## config.mk

```make
export PLATFORM = sky130hd
export DESIGN_NAME = cayde_decode_flat
export DESIGN_NICKNAME = d
export VERILOG_FILES = /design/src/rtl/cayde_decode_if.sv /design/src/rtl/cayde_decode.sv /design/src/flat_wrapper.sv
export SDC_FILE = /design/constraint.sdc
export NUM_CORES = 1
export LEC_CHECK = 0
export ABC_CLOCK_PERIOD_IN_PS = 4100
export BUFFER_PORTS_ARGS = -buffer_cell sky130_fd_sc_hd__buf_2
export CAP_MARGIN = 20
export CORE_ASPECT_RATIO = 0.75
export CORE_MARGIN = 3
export CORE_UTILIZATION = 49
export CTS_BUF_LIST = sky130_fd_sc_hd__clkbuf_4
export DETAILED_ROUTE_END_ITERATION = 8
export PLACE_DENSITY = 0.95
export SLEW_MARGIN = 20
export SYNTH_ARGS = -nofsm -noshare
export SYNTH_HDL_FRONTEND = slang
export SYNTH_SLANG_ARGS = --single-unit
export TNS_END_PERCENT = 50
```

## constraint.sdc

```tcl
create_clock -name clk_i -period 4.1 [get_ports clk_i]
set_input_delay 0.41 -clock clk_i [delete_from_list [all_inputs] [get_ports clk_i]]
set_output_delay 0.41 -clock clk_i [all_outputs]
set_load 0.02 [all_outputs]
```

## src/rtl/cayde_decode_if.sv

```systemverilog
// cayde_pkg / cayde_decode_if
//
// Purpose: shared ALU operation encoding, plus the handshake bundle that
// connects an instruction source, the cayde_decode stage and the execute
// stage.
//
// Signals carried by cayde_decode_if:
//   in_valid_i / in_ready_o          instruction-side handshake
//   insn_i, pc_i                     RV32I instruction word and its PC
//   rs1_data_i, rs2_data_i           register-file read data for insn_i
//   flush_i                          discard held and incoming instruction
//   out_valid_o / out_ready_i        execute-side handshake
//   alu_op_o, op_a_o, op_b_o         ALU request
//   rd_o, rd_we_o                    destination register and write enable
//   illegal_o                        held instruction is illegal
//
// Modports:
//   slave  - the decode stage (drives the *_o signals)
//   master - the environment (drives the *_i signals)

package cayde_pkg;

  typedef enum logic [3:0] {
    ALU_ADD  = 4'd0,
    ALU_SUB  = 4'd1,
    ALU_SLL  = 4'd2,
    ALU_SLT  = 4'd3,
    ALU_SLTU = 4'd4,
    ALU_XOR  = 4'd5,
    ALU_SRL  = 4'd6,
    ALU_SRA  = 4'd7,
    ALU_OR   = 4'd8,
    ALU_AND  = 4'd9
  } alu_op;

endpackage

interface cayde_decode_if;
  import cayde_pkg::*;

  logic        in_valid_i;
  logic        in_ready_o;
  logic [31:0] insn_i;
  logic [31:0] pc_i;
  logic [31:0] rs1_data_i;
  logic [31:0] rs2_data_i;
  logic        flush_i;
  logic        out_valid_o;
  logic        out_ready_i;
  alu_op       alu_op_o;
  logic [31:0] op_a_o;
  logic [31:0] op_b_o;
  logic [4:0]  rd_o;
  logic        rd_we_o;
  logic        illegal_o;

  modport slave (
    input  in_valid_i, insn_i, pc_i, rs1_data_i, rs2_data_i, flush_i,
           out_ready_i,
    output in_ready_o, out_valid_o, alu_op_o, op_a_o, op_b_o, rd_o,
           rd_we_o, illegal_o
  );

  modport master (
    output in_valid_i, insn_i, pc_i, rs1_data_i, rs2_data_i, flush_i,
           out_ready_i,
    input  in_ready_o, out_valid_o, alu_op_o, op_a_o, op_b_o, rd_o,
           rd_we_o, illegal_o
  );

endinterface

```

## src/rtl/cayde_decode.sv

```systemverilog
// cayde_decode
//
// Purpose: RV32I decode stage. Turns an instruction word plus its PC and
// register-file read data into an ALU request, held in a single-entry
// pipeline register (EMPTY/FULL) with valid/ready handshakes on both sides.
// An accepted instruction appears on the outputs one cycle later.
//
// Ports:
//   clk_i  - core clock, all state updates on the rising edge
//   rst_i  - synchronous active-high reset
//   bus    - cayde_decode_if.slave; instruction input, flush, handshakes
//            and the registered ALU request
//
// Build option:
//   CAYDE_ILLEGAL_INSN_EN - when defined, unknown opcodes and malformed
//   funct7 fields are flagged on illegal_o with a neutral request
//   (ADD 0,0, no write-back). When undefined, illegal_o is tied low,
//   unknown opcodes become ADD rs1,0 without write-back, and OP/OP-IMM
//   decode from funct3 and bit 30 only.

module cayde_decode
  import cayde_pkg::*;
(
  input  logic           clk_i,
  input  logic           rst_i,
  cayde_decode_if.slave  bus
);

  localparam logic [6:0] OPC_OP     = 7'b0110011;
  localparam logic [6:0] OPC_OP_IMM = 7'b0010011;
  localparam logic [6:0] OPC_LUI    = 7'b0110111;
  localparam logic [6:0] OPC_AUIPC  = 7'b0010111;
  localparam logic [6:0] OPC_LOAD   = 7'b0000011;
  localparam logic [6:0] OPC_STORE  = 7'b0100011;

  localparam logic [6:0] F7_STD = 7'b0000000;
  localparam logic [6:0] F7_ALT = 7'b0100000;

  typedef enum logic {
    S_EMPTY = 1'b0,
    S_FULL  = 1'b1
  } state_t;

  // ------------------------------------------------------------------
  // Instruction fields
  // ------------------------------------------------------------------
  logic [6:0]  w_opcode;
  logic [2:0]  w_funct3;
  logic [6:0]  w_funct7;
  logic [4:0]  w_rd;
  logic [31:0] w_imm_i;
  logic [31:0] w_imm_s;
  logic [31:0] w_imm_u;
  logic        w_is_shift_imm;

  assign w_opcode = bus.insn_i[6:0];
  assign w_funct3 = bus.insn_i[14:12];
  assign w_funct7 = bus.insn_i[31:25];
  assign w_rd     = bus.insn_i[11:7];
  assign w_imm_i  = {{20{bus.insn_i[31]}}, bus.insn_i[31:20]};
  assign w_imm_s  = {{20{bus.insn_i[31]}}, bus.insn_i[31:25], bus.insn_i[11:7]};
  assign w_imm_u  = {bus.insn_i[31:12], 12'b0};
  assign w_is_shift_imm = (w_funct3 == 3'b001) || (w_funct3 == 3'b101);

  // funct3 -> ALU op. 'alt' is instruction bit 30; it only selects SUB on
  // register-register ops, never on ADDI.
  function automatic alu_op f3_to_op(input logic [2:0] f3,
                                     input logic       alt,
                                     input logic       is_imm);
    alu_op op;
    unique case (f3)
      3'b000:  op = (alt && !is_imm) ? ALU_SUB : ALU_ADD;
      3'b001:  op = ALU_SLL;
      3'b010:  op = ALU_SLT;
      3'b011:  op = ALU_SLTU;
      3'b100:  op = ALU_XOR;
      3'b101:  op = alt ? ALU_SRA : ALU_SRL;
      3'b110:  op = ALU_OR;
      default: op = ALU_AND;
    endcase
    return op;
  endfunction

`ifdef CAYDE_ILLEGAL_INSN_EN
  // Legality check, only meaningful when illegal instructions are reported.
  logic w_known_opc;
  logic w_op_bad;
  logic w_opimm_bad;
  logic w_bad;

  assign w_known_opc = (w_opcode == OPC_OP)    || (w_opcode == OPC_OP_IMM) ||
                       (w_opcode == OPC_LUI)   || (w_opcode == OPC_AUIPC)  ||
                       (w_opcode == OPC_LOAD)  || (w_opcode == OPC_STORE);
  // funct7 0100000 is only meaningful for SUB (000) and SRA (101).
  assign w_op_bad    = (w_opcode == OPC_OP) &&
                       (((w_funct7 != F7_STD) && (w_funct7 != F7_ALT)) ||
                        ((w_funct7 == F7_ALT) && (w_funct3 != 3'b000) &&
                         (w_funct3 != 3'b101)));
  assign w_opimm_bad = (w_opcode == OPC_OP_IMM) && w_is_shift_imm &&
                       (w_funct7 != F7_STD) && (w_funct7 != F7_ALT);
  assign w_bad       = !w_known_opc || w_op_bad || w_opimm_bad;
`endif

  // ------------------------------------------------------------------
  // Combinational decode of the incoming instruction
  // ------------------------------------------------------------------
  alu_op       w_alu_op;
  logic [31:0] w_op_a;
  logic [31:0] w_op_b;
  logic        w_rd_we;
  logic        w_illegal;

  always_comb begin
    // Defaults double as the unknown-opcode decode: ADD rs1,0, no write.
    w_alu_op  = ALU_ADD;
    w_op_a    = bus.rs1_data_i;
    w_op_b    = 32'd0;
    w_rd_we   = 1'b0;
    w_illegal = 1'b0;

    unique case (w_opcode)
      OPC_OP: begin
        w_op_b   = bus.rs2_data_i;
        w_alu_op = f3_to_op(w_funct3, bus.insn_i[30], 1'b0);
        w_rd_we  = (w_rd != 5'd0);
      end
      OPC_OP_IMM: begin
        w_op_b   = w_is_shift_imm ? {27'b0, bus.insn_i[24:20]} : w_imm_i;
        w_alu_op = f3_to_op(w_funct3, bus.insn_i[30], 1'b1);
        w_rd_we  = (w_rd != 5'd0);
      end
      OPC_LUI: begin
        w_op_a   = 32'd0;
        w_op_b   = w_imm_u;
        w_rd_we  = (w_rd != 5'd0);
      end
      OPC_AUIPC: begin
        w_op_a   = bus.pc_i;
        w_op_b   = w_imm_u;
        w_rd_we  = (w_rd != 5'd0);
      end
      OPC_LOAD: begin
        w_op_b   = w_imm_i;
        w_rd_we  = (w_rd != 5'd0);
      end
      OPC_STORE: begin
        w_op_b   = w_imm_s;
      end
      default: begin
      end
    endcase

`ifdef CAYDE_ILLEGAL_INSN_EN
    // Illegal instructions carry a neutral request so a downstream stage
    // that ignores illegal_o cannot corrupt architectural state.
    if (w_bad) begin
      w_alu_op  = ALU_ADD;
      w_op_a    = 32'd0;
      w_op_b    = 32'd0;
      w_rd_we   = 1'b0;
      w_illegal = 1'b1;
    end
`endif
  end

  // ------------------------------------------------------------------
  // Handshake
  // ------------------------------------------------------------------
  state_t      r_state;
  alu_op       r_alu_op;
  logic [31:0] r_op_a;
  logic [31:0] r_op_b;
  logic [4:0]  r_rd;
  logic        r_rd_we;
  logic        r_illegal;
  logic        w_in_ready;
  logic        w_accept;

  // Ready is forced high during reset so the source never stalls on a
  // slot that the reset is about to empty anyway.
  assign w_in_ready = rst_i || (r_state == S_EMPTY) || bus.out_ready_i;
  assign w_accept   = bus.in_valid_i && w_in_ready && !bus.flush_i;

  // ------------------------------------------------------------------
  // Pipeline register / FSM
  // ------------------------------------------------------------------
  always_ff @(posedge clk_i) begin
    if (rst_i) begin
      r_state   <= S_EMPTY;
      r_alu_op  <= ALU_ADD;
      r_op_a    <= 32'd0;
      r_op_b    <= 32'd0;
      r_rd      <= 5'd0;
      r_rd_we   <= 1'b0;
      r_illegal <= 1'b0;
    end else if (bus.flush_i) begin
      // Flush drops the entry but leaves the payload registers as they
      // were; only the valid state matters downstream.
      r_state <= S_EMPTY;
    end else if (w_accept) begin
      r_state   <= S_FULL;
      r_alu_op  <= w_alu_op;
      r_op_a    <= w_op_a;
      r_op_b    <= w_op_b;
      r_rd      <= w_rd;
      r_rd_we   <= w_rd_we;
      r_illegal <= w_illegal;
    end else if (bus.out_ready_i) begin
      r_state <= S_EMPTY;
    end
  end

  assign bus.in_ready_o  = w_in_ready;
  assign bus.out_valid_o = (r_state == S_FULL);
  assign bus.alu_op_o    = r_alu_op;
  assign bus.op_a_o      = r_op_a;
  assign bus.op_b_o      = r_op_b;
  assign bus.rd_o        = r_rd;
  assign bus.rd_we_o     = r_rd_we;
  assign bus.illegal_o   = r_illegal;

endmodule

```

## src/flat_wrapper.sv

```systemverilog
// flat-port wrapper written by rule: the top's interface ports become plain ports
module cayde_decode_flat import cayde_pkg::*;
  (clk_i, rst_i, bus_in_valid_i, bus_insn_i, bus_pc_i, bus_rs1_data_i, bus_rs2_data_i, bus_flush_i, bus_out_ready_i, bus_in_ready_o, bus_out_valid_o, bus_alu_op_o, bus_op_a_o, bus_op_b_o, bus_rd_o, bus_rd_we_o, bus_illegal_o);
  cayde_decode_if bus_i ();
  input  logic clk_i;
  input  logic rst_i;
  input wire logic [$bits(bus_i.in_valid_i)-1:0] bus_in_valid_i;
  input wire logic [$bits(bus_i.insn_i)-1:0] bus_insn_i;
  input wire logic [$bits(bus_i.pc_i)-1:0] bus_pc_i;
  input wire logic [$bits(bus_i.rs1_data_i)-1:0] bus_rs1_data_i;
  input wire logic [$bits(bus_i.rs2_data_i)-1:0] bus_rs2_data_i;
  input wire logic [$bits(bus_i.flush_i)-1:0] bus_flush_i;
  input wire logic [$bits(bus_i.out_ready_i)-1:0] bus_out_ready_i;
  output wire logic [$bits(bus_i.in_ready_o)-1:0] bus_in_ready_o;
  output wire logic [$bits(bus_i.out_valid_o)-1:0] bus_out_valid_o;
  output wire logic [$bits(bus_i.alu_op_o)-1:0] bus_alu_op_o;
  output wire logic [$bits(bus_i.op_a_o)-1:0] bus_op_a_o;
  output wire logic [$bits(bus_i.op_b_o)-1:0] bus_op_b_o;
  output wire logic [$bits(bus_i.rd_o)-1:0] bus_rd_o;
  output wire logic [$bits(bus_i.rd_we_o)-1:0] bus_rd_we_o;
  output wire logic [$bits(bus_i.illegal_o)-1:0] bus_illegal_o;
  assign bus_i.in_valid_i = bus_in_valid_i;
  assign bus_i.insn_i = bus_insn_i;
  assign bus_i.pc_i = bus_pc_i;
  assign bus_i.rs1_data_i = bus_rs1_data_i;
  assign bus_i.rs2_data_i = bus_rs2_data_i;
  assign bus_i.flush_i = bus_flush_i;
  assign bus_i.out_ready_i = bus_out_ready_i;
  assign bus_in_ready_o = bus_i.in_ready_o;
  assign bus_out_valid_o = bus_i.out_valid_o;
  assign bus_alu_op_o = bus_i.alu_op_o;
  assign bus_op_a_o = bus_i.op_a_o;
  assign bus_op_b_o = bus_i.op_b_o;
  assign bus_rd_o = bus_i.rd_o;
  assign bus_rd_we_o = bus_i.rd_we_o;
  assign bus_illegal_o = bus_i.illegal_o;
  cayde_decode u_core (.clk_i(clk_i), .rst_i(rst_i), .bus(bus_i));
endmodule
```

==> flow_summary.yaml, run 1 <==
yosys:
  synth_nets: 554
  syn_avg_cell_area_um2: 8.714
  synthArstFlopShare: 0
  yosysWarnings: 0
  synth-compound-area-share: 0.2752
  ys.flop_type: "dfxtp_1"
  synth.area.mux_share: 0.01364
  synth_area_leaders: "dfxtp_1 (41%), a311oi_1 (7.6%), nand3b_1 (7.2%)"
  syn_area_mm2: 0.003669
  synth_area_leader_cell: "dfxtp_1"
  synth_seq_cells: 75
  synth_edf_count: 0
  synth_top_area_frac: 0.4093
  synthAdderAreaFrac: 0
  synth_cell_types: 39
  ys_seq_area_frac: 0.4093
  synth_xor_area_frac: 0
  synth_top_family_by_area: "compound AO/OA/AOI/OAI gates"
  yosys.area_share.simple: 0.2333
  synthCells: 421
timing:
  rsz0062_at_grt: "false"
  setup_viol: 0
  period_needed_ps: 2395
  fin_skew_ps: 11.18
  slew_violations: 0
  fin_crit_sh: 0.5843
  final_hold_viol_count: 0
  fin_setup_tns_ps: 0
  max-slew-margin-rel: 0.2387
  max_freq_mhz: 417.5
  worstMarginPinSlew_ps: 1139
setup_path:
  r2r_end: "u_core.bus.op_b_o[30]"
  cp.required_ps: 4400
  crit_cells: 4
  crit_family: "compound AO/OA/AOI/OAI gates"
  r2r-start: "u_core.bus.out_valid_o"
  worstPathCellList: "buf_2 > o21ai_1 > nand3_1 > a221oi_1"
  critical_path_buf_inv_count: 1
  r2r_setup_slack_ps: 1750
  crit_fanout: 46
  cp_slowest_cell: "nand3_1"
  critPathArrivalTime_ps: 2690
  worstSetupStartpointType: "input pin"
  endpoint_kind: "flip-flop"
  reg2reg_depth: 4
  worstSetupPathType: "in -> reg"
  slowest_delay_ps: 860
floorplanning:
  die_height_um: 80.94
  row_count: 26
  start_util: 0.5221
  coreArea_mm2: 0.007027
  dieArea_mm2: 0.008572
  ioPinCount: 210
  die_w_um: 105.9
power:
  swShare: 0.2857
  pwr-share-comb: 0.172
  leakage_nw: 2.070
  p_seq_frac: 0.524
  p_switching_mw: 0.4172
  fin_total_pwr_mw: 1.460
  clockPowerShare: 0.304
  ir_worst_vdd_uv: 187.3
  intPower_mw: 1.043
  p_per_area_mw_per_mm2: 305.3
cells_and_area:
  stdcell_area_mm2: 0.004782
  syn_to_final_growth_pct: 30.35
  n_antenna_cell: 0
  fin_nets: 730
  layout-drive-gt1-share: 0.4077
  fin_util: 0.6806
  fill_cells: 594
routing:
  wl_per_cell_um: 17.39
  drt_iter0_markers: 394
  drc: 2
  wirelength_um: 12160
  dr.pass1.iters: 9
  viasPerCell: 5.904
  drtAntennaViolNets: 0
  via_count: 4127
cts:
  clk_latency_ps: 410
  cts_buffer_depth: 2
  ctsHoldBuffers: 0
  cts_sinks: 75
  path_clk_slew_ps: 110
  root_buffer: "clkbuf_4"
  cts_setup_buffers: 0
  cts_htree_levels: 3
  ctsResizeCount: 0
  cts_tree: "built"
  numCtsBuffers: 9
job:
  max_cap_viol_count: 0
placement:
  io_buffers: 208
  placed_area_mm2: 0.004652
  dp_hpwl_um: 8539
  routabilityCongestion: 0.8199
status:
  outcome: "complete, but fails checks"
  violations: "DRC"
grt:
  grtUsageTotal: 0.2676
  grt_overflow: 0
  grt_pass1_vias: 3847
  antenna_found_initial: 0
  grt_max_degree: 80
  grt_pass1_wl_um: 18490
min_path:
  worstHoldEndpoint: "u_core.bus.out_valid_o"
  hp-class: "in -> reg"
  hold_start: "bus_flush_i"
  whs_path_depth: 2
## kinds of logic (layout without fill, tap and decap cells)
family,count (synthesis),after routing
other cells,1,1
simple gates,171,171
mux,5,5
compound gates,114,114
flops,75,75
buf+inv,55,235
## stage by stage
stage | std cells | hold slack [ps] | setup slack (ps)
floorplan | 421 | 486.8 | 2399
detailed placement | 684 | 449.6 | 1273
CTS | 699 | 155.0 | 1738
global route | 699 | 150.6 | 1487
finish | 699 | 182.4 | 1705
global placement | 684 | 444.8 | 1434
## cells in the mapped netlist, drive strengths merged (2+ instances only)
| library cell | n |
|---|---|
| a21oi | 15 |
| nor3b | 3 |
| nor2 | 47 |
| mux2i | 5 |
| nand3b | 35 |
| nor3 | 2 |
| nand4 | 3 |
| nand2b | 3 |
| and2 | 2 |
| dfxtp | 75 |
| o21ai | 4 |
| buf | 24 |
| o2111ai | 2 |
| inv | 9 |
| a221oi | 20 |
| a222oi | 20 |
| clkbuf | 22 |
| a311oi | 32 |
| nand3 | 3 |
| o32ai | 6 |
| nand2 | 67 |
| a22oi | 11 |
## sequential cells by signal (all words and copies together), names as in the netlist
| register | flops |
|---|---|
| u_core.bus.alu_op_o | 4 |
| u_core.bus.out_valid_o | 1 |
| u_core.bus.rd_o | 5 |
| u_core.bus.op_b_o | 32 |
| u_core.bus.op_a_o | 32 |
| u_core.bus.rd_we_o | 1 |
## worst reg2reg max path, stage by stage, from the launching register on
cell and delay (ps):
dfxtp_1 390, nor3b_2 400, or2_2 860, a222oi_1 280, a221oi_1 330
## power groups by stage
stage          logic, mW  clock network [mW]  registers (mW)
3_3_place_gp       0.242                   0           0.780
6_report           0.251               0.443           0.765
4_1_cts            0.250               0.453           0.765
5_1_grt            0.274               0.483           0.768
2_1_floorplan      0.105                   0           0.811
3_5_place_dp       0.249                   0           0.782
## placed cells by master (no fill, tap or decap), drive strengths merged, types with 4 or more instances in the layout
cell type,instances
nor2,47
buf,211
clkbuf,10
inv,9
mux2i,5
a221oi,20
nand3b,35
nand2,67
a21oi,15
a311oi,32
o21ai,4
o32ai,6
dfxtp,75
a222oi,20
a22oi,11
## worst max path at each step
| stage | start | endpoint | slack, ps |
|---|---|---|---|
| finish | bus_insn_i[5] | u_core.bus.op_b_o[18] | 1700 |
| detailed placement | bus_insn_i[3] | u_core.bus.op_b_o[17] | 1270 |
| CTS | u_core.bus.out_valid_o | u_core.bus.op_b_o[30] | 1740 |
| floorplan | rst_i | u_core.bus.op_b_o[13] | 2400 |
| global placement | bus_insn_i[5] | u_core.bus.op_b_o[28] | 1430 |
| global route | bus_insn_i[5] | u_core.bus.op_b_o[18] | 1490 |
## cell type report
cell class              instances  area [µm²]  area share
multi-input cells             291        1931      0.4037
flip-flops and latches         75        1501      0.3140
repair buffers                211        1064      0.2224
well taps                      98       122.6     0.02564
clock buffers                  10       75.07     0.01570
clock inverters                 5       55.05     0.01151
inverters                       9       33.78    0.007064
## layer usage
| layer | wire, µm | GRT usage | part of all wire | up-vias |
|---|---|---|---|---|
| met4 | 180 | 0.08279 | 0.015 | 0 |
| met2 | 6043 | 0.4618 | 0.50 | 209 |
| met1 | 4986 | 0.3368 | 0.41 | 1939 |
| li1 | - | - | - | 1957 |
| met5 | 0 | 0 | 0 | - |
| met3 | 948 | 0.06195 | 0.078 | 22 |
No activity file was read; power rests on OpenSTA's default activity.
==> run 2, diff against run 1 <==
--- a/config.mk
+++ b/config.mk
@@ -5,15 +5,15 @@
 export SDC_FILE = /design/constraint.sdc
 export NUM_CORES = 1
 export LEC_CHECK = 0
-export ABC_CLOCK_PERIOD_IN_PS = 4100
+export ABC_CLOCK_PERIOD_IN_PS = 2300
 export BUFFER_PORTS_ARGS = -buffer_cell sky130_fd_sc_hd__buf_2
 export CAP_MARGIN = 20
 export CORE_ASPECT_RATIO = 0.75
 export CORE_MARGIN = 3
-export CORE_UTILIZATION = 49
+export CORE_UTILIZATION = 46
 export CTS_BUF_LIST = sky130_fd_sc_hd__clkbuf_4
 export DETAILED_ROUTE_END_ITERATION = 8
-export PLACE_DENSITY = 0.95
+export PLACE_DENSITY = 0.92
 export SLEW_MARGIN = 20
 export SYNTH_ARGS = -nofsm -noshare
 export SYNTH_HDL_FRONTEND = slang
==> constraint.sdc (replaced) <==
create_clock -name clk_i -period 2.3 [get_ports clk_i]
set_input_delay 0.23 -clock clk_i [delete_from_list [all_inputs] [get_ports clk_i]]
set_output_delay 0.23 -clock clk_i [all_outputs]
set_load 0.02 [all_outputs]
==> run 2 against run 1 <==
  * Die area grew 6.1%
  * Worst hold slack got worse by 110 ps
  * Clock skew up 12 ps
  * The run now ends clean
  * Critical path type unchanged
  * Design area grew 2.7%
  * Setup slack got worse by 1600 ps
  * Sequential power increased by 79%
  * Power up 87%
==> flow_summary.yaml, run 2 (synthesis results as in run 1) <==
status:
  outcome: "finished clean"
floorplanning:
  ioPinCount: 210
  die_height_um: 83.34
  dieArea_mm2: 0.009094
  row_count: 27
  die_w_um: 109.1
  coreArea_mm2: 0.007533
  start_util: 0.4870
cts:
  cts_sinks: 75
  cts_setup_buffers: 0
  clk_latency_ps: 400
  cts_htree_levels: 3
  path_clk_slew_ps: 140
  cts_buffer_depth: 2
  cts_tree: "built"
  root_buffer: "clkbuf_4"
  numCtsBuffers: 9
  ctsResizeCount: 0
setup_path:
  r2r-start: "u_core.bus.out_valid_o"
  cp.required_ps: 2520
  endpoint_kind: "flip-flop"
  worstSetupStartpointType: "input pin"
  cp_slowest_cell: "or2_2"
  startpoint: "bus_flush_i"
  slowest_delay_ps: 600
  crit_fanout: 45
  critPathArrivalTime_ps: 2370
  worstPathCellList: "dlygate4sd3_1 > buf_2 > nand2b_1 > or2_2 > a222oi_1 > a221oi_1"
  worstSetupPathType: "in -> reg"
routing:
  drc: 0
  viasPerCell: 5.762
  via_count: 4108
  wl_per_cell_um: 17.12
  wirelength_um: 12210
  drtAntennaViolNets: 0
  drt_iter0_markers: 475
  dr.pass1.iters: 8
grt:
  grt_overflow: 0
  antenna_found_initial: 0
  grt_pass1_vias: 3806
  grt_pass1_wl_um: 19060
  grt_max_degree: 79
  grtUsageTotal: 0.2570
cells_and_area:
  layout-drive-gt1-share: 0.4150
  instances_no_fill: 713
  layout_common_cells: "buf_2 (208), dfxtp_1 (75), nand2_1 (67)"
  fin_nets: 740
  syn_to_final_growth_pct: 33.94
  n_antenna_cell: 0
  final_common_cell: "buf_2"
timing:
  final_hold_viol_count: 0
  max_freq_mhz: 465.9
  rsz0062_at_grt: "false"
  fin_setup_tns_ps: 0
  worstMarginPinSlew_ps: 874.7
  max-slew-margin-rel: 0.4168
  fin_skew_ps: 23.14
  setup_viol: 0
  fin_crit_sh: 0.9332
  slew_violations: 0
  period_needed_ps: 2146
job:
  max_cap_viol_count: 0
min_path:
  hold_start: "bus_rs1_data_i[22]"
  hp-class: "in -> reg"
placement:
  dp.cells: 696
  dp_hpwl_um: 8953
  routabilityCongestion: 0.8626
  io_buffers: 208
power:
  p_per_area_mw_per_mm2: 555.7
  leakage_nw: 2.133
  ir_worst_vdd_uv: 398.7
[run 2: cell count changes in the layout (fill, tap and decap cells not counted)]
cell | before | now
buf_4 | 3 | 10
buf_12 | 0 | 2
bufinv_16 | 1 | 2
clkbuf_4 | 10 | 9
clkinvlp_4 | 1 | 2
dlygate4sd3_1 | 0 | 1
nand3_1 | 2 | 3
nand3_2 | 1 | 0
[run 2: power breakdown]
part	switching [mW]	total [mW]	leakage, nW	internal [mW]
Sequential	0.0226	1.37	0.611	1.34
Combinational	0.268	0.458	1.44	0.190
Clock	0.470	0.907	0.0796	0.437
Total	0.761	2.73	2.13	1.97
[run 2: cell type report]
cell class	instances	area, µm²
Timing Repair Buffer	221	1166
Tap cell	101	126.4
Clock inverter	7	92.59
Sequential cell	75	1501
Inverter	9	33.78
Clock buffer	9	67.56
Fill cell	659	2620
Multi-Input combinational cell	291	1926
[run 2: stage by stage]
step / utilization / total power, mW / worst slack, ps / hold WS (ps) / area, µm²
6_report: 0.6522 / 2.730 / 153.7 / 68.76 / 4913
5_1_grt: 0.6522 / 2.850 / 29.36 / 39.63 / 4913
4_1_cts: 0.6522 / 2.746 / 190.1 / 47.53 / 4913
3_5_place_dp: 0.6296 / 1.847 / 319.6 / 420.4 / 4743
3_3_place_gp: 0.6296 / 1.834 / 421.4 / 406.4 / 4743
2_1_floorplan: - / 1.633 / 685.6 / 306.8 / 3669
[run 2: final timing paths]
path | end | slack [ps] | cells past startpoint
max | u_core.bus.op_b_o[13] | 150 | 6
min | u_core.bus.op_a_o[22] | 70 | 3
max reg2reg | u_core.bus.op_b_o[24] | 310 | 5
min reg2reg | u_core.bus.alu_op_o[3] | 470 | 2
[run 2: metal layers]
| layer | global-route usage | part of all wire |
|---|---|---|
| met5 | 0 | 0 |
| met4 | 0.06651 | 0.0097 |
| met3 | 0.05206 | 0.080 |
| met2 | 0.4175 | 0.50 |
| met1 | 0.3460 | 0.42 |
[run 2: what timing repair did]
| action | CTS | global route |
|---|---|---|
| hold buffers | 1 | 0 |
| endpoints found under the hold margin | 1 | 0 |
| endpoints found under the setup margin | 0 | 0 |
[run 2: worst max-delay path, delay by kind of cell]
kind	cells	cell delay [ps]
AOI/OAI and AO/OA	2	660
buffers and inverters	2	660
and+or+nand+nor	2	800
==> run 3, diff against run 2 <==
--- a/config.mk
+++ b/config.mk
@@ -5,11 +5,11 @@
 export SDC_FILE = /design/constraint.sdc
 export NUM_CORES = 1
 export LEC_CHECK = 0
-export ABC_CLOCK_PERIOD_IN_PS = 2300
+export ABC_CLOCK_PERIOD_IN_PS = 2100
 export BUFFER_PORTS_ARGS = -buffer_cell sky130_fd_sc_hd__buf_2
 export CAP_MARGIN = 20
 export CORE_ASPECT_RATIO = 0.75
-export CORE_MARGIN = 3
+export CORE_MARGIN = 10
 export CORE_UTILIZATION = 46
 export CTS_BUF_LIST = sky130_fd_sc_hd__clkbuf_4
 export DETAILED_ROUTE_END_ITERATION = 8
==> constraint.sdc (replaced) <==
create_clock -name clk_i -period 2.1 [get_ports clk_i]
set_input_delay 0.21 -clock clk_i [delete_from_list [all_inputs] [get_ports clk_i]]
set_output_delay 0.21 -clock clk_i [all_outputs]
set_load 0.02 [all_outputs]
==> run 3 against run 2 <==
  * Sequential power grew 9%
  * Critical path depth decreased by 1
  * Sequential share of layout area barely moved
  * Non-clock buffer count grew 2
  * Clock-buffer cell count did not move
  * Critical path type is now reg -> reg
==> flow_summary.yaml, run 3 (synthesis results as in run 1) <==
floorplanning:
  start_util: 0.4696
  ioPinCount: 210
  die_height_um: 97.34
  coreArea_mm2: 0.007812
  dieArea_mm2: 0.01198
  die_w_um: 123.1
  row_count: 28
cts:
  cts_buffer_depth: 2
  cts_sinks: 75
  path_clk_slew_ps: 120
  clk_latency_ps: 400
  cts_htree_levels: 3
  cts_tree: "built"
  root_buffer: "clkbuf_4"
  numCtsBuffers: 9
cells_and_area:
  layout_common_cells: "buf_2 (208), dfxtp_1 (75), nand2_1 (67)"
  n_antenna_cell: 0
  syn_to_final_growth_pct: 33.90
  multi_input_area_mm2: 0.001928
  layout-drive-gt1-share: 0.4160
  seqCellArea_mm2: 0.001501
  final_common_cell: "buf_2"
  fill_cells: 686
  fin_nets: 742
  stdcell_area_mm2: 0.004912
grt:
  top_usage_layer: "met2"
  grt_max_degree: 79
  met2_usage: 0.3455
  grt_pass1_vias: 4047
  use_met1: 0.2443
  grt_overflow: 0
  use_met3: 0.08072
  antenna_found_initial: 0
  grt_pass1_wl_um: 20670
  grtUsageTotal: 0.2094
timing:
  fin_crit_sh: 0.8721
  final_hold_viol_count: 0
  max_freq_mhz: 546.0
  fin_skew_ps: 5.241
  setup_viol: 0
  worstMarginPinSlew_ps: 855.1
  fin_setup_tns_ps: 0
  setup_slack_ps: 268.6
  period_needed_ps: 1831
  worst_hold_slack_ps: 53.23
  rsz0062_at_grt: "false"
  slew_violations: 0
  max-slew-margin-rel: 0.4299
setup_path:
  r2r_end: "u_core.bus.op_b_o[23]"
  worstSetupStartpointType: "flip-flop"
  worstSetupPathType: "reg -> reg"
  reg2reg_depth: 5
  crit_fanout: 45
  cp.required_ps: 2410
  critPathArrivalTime_ps: 2140
  r2r-start: "u_core.bus.out_valid_o"
  r2r_setup_slack_ps: 270
  endpoint_kind: "flip-flop"
routing:
  wirelength_um: 13420
  wl_per_cell_um: 18.69
  drc: 0
  dr.pass1.iters: 5
  drtAntennaViolNets: 0
  drt_iter0_markers: 405
  via_count: 4178
  viasPerCell: 5.819
job:
  max_cap_viol_count: 0
power:
  p_switching_mw: 0.8105
  p_per_area_mw_per_mm2: 602.3
  fin_total_pwr_mw: 2.958
  intPower_mw: 2.148
  ir_worst_vdd_uv: 285.9
  swShare: 0.2740
  p_seq_frac: 0.505
  clockPowerShare: 0.325
  leakage_nw: 2.143
  pwr-share-comb: 0.170
placement:
  placed_area_mm2: 0.004751
  place_ws_ps: 85.62
  io_buffers: 208
  dp_hpwl_um: 10050
  routabilityCongestion: 0.8279
min_path:
  worstHoldEndpoint: "u_core.bus.op_a_o[25]"
  hold_start: "bus_rs1_data_i[25]"
  hp-class: "in -> reg"
  whs_path_depth: 3
status:
  outcome: "finished clean"
## run 3: per-stage QoR
| stage | std cells | utilization |
|---|---|---|
| after floorplan | 421 | - |
| after global placement | 702 | 0.6081 |
| after detailed placement | 702 | 0.6081 |
| after CTS | 718 | 0.6284 |
| after global routing | 718 | 0.6288 |
| final | 718 | 0.6288 |
## run 3: worst max-delay path: stages (launching register included)
cell	delay (ps)
dfxtp_1	370
nor3b_2	250
or2_4	470
buf_4	280
nand2_1	90
a221oi_2	270
## run 3: final cells by class
type | instances | area share
Clock buffer | 9 | 0.01375
Clock inverter | 6 | 0.01656
Inverter | 9 | 0.006877
Multi-Input combinational cell | 291 | 0.3925
Sequential cell | 75 | 0.3057
Tap cell | 105 | 0.02674
Timing Repair Buffer | 223 | 0.2379
## run 3: worst max path at each step
stage | end | slack, ps | cells after the start | from
after floorplan | u_core.bus.op_b_o[13] | 490 | 5 | u_core.bus.out_valid_o
after global placement | u_core.bus.op_b_o[23] | 250 | 6 | rst_i
after detailed placement | u_core.bus.op_b_o[23] | 90 | 5 | u_core.bus.out_valid_o
after CTS | u_core.bus.op_b_o[23] | 70 | 5 | u_core.bus.out_valid_o
after global routing | u_core.bus.op_b_o[23] | 90 | 5 | u_core.bus.out_valid_o
final | u_core.bus.op_b_o[23] | 270 | 5 | u_core.bus.out_valid_o
## run 3: what timing repair did
item	4_1_cts	5_1_grt
gates resized for setup	0	1
endpoints found under the setup margin	0	5
hold endpoints to repair	1	0
setup buffers	0	0
hold buffers	1	0
## run 3: metal layers
| layer | routed length (µm) | vias up |
|---|---|---|
| met5 | 0 | - |
| met3 | 1543 | 25 |
| met1 | 5142 | 1955 |
| li1 | - | 1968 |
| met4 | 223 | 0 |
| met2 | 6514 | 230 |
## run 3: power by group through the flow
stage               combinational (mW)  clock (mW)  sequential (mW)
global placement                 0.482           0             1.52
CTS                              0.501       0.999             1.49
global route                     0.549        1.04             1.50
floorplan                        0.205           0             1.58
detailed placement               0.499           0             1.53
finish                           0.503       0.962             1.49
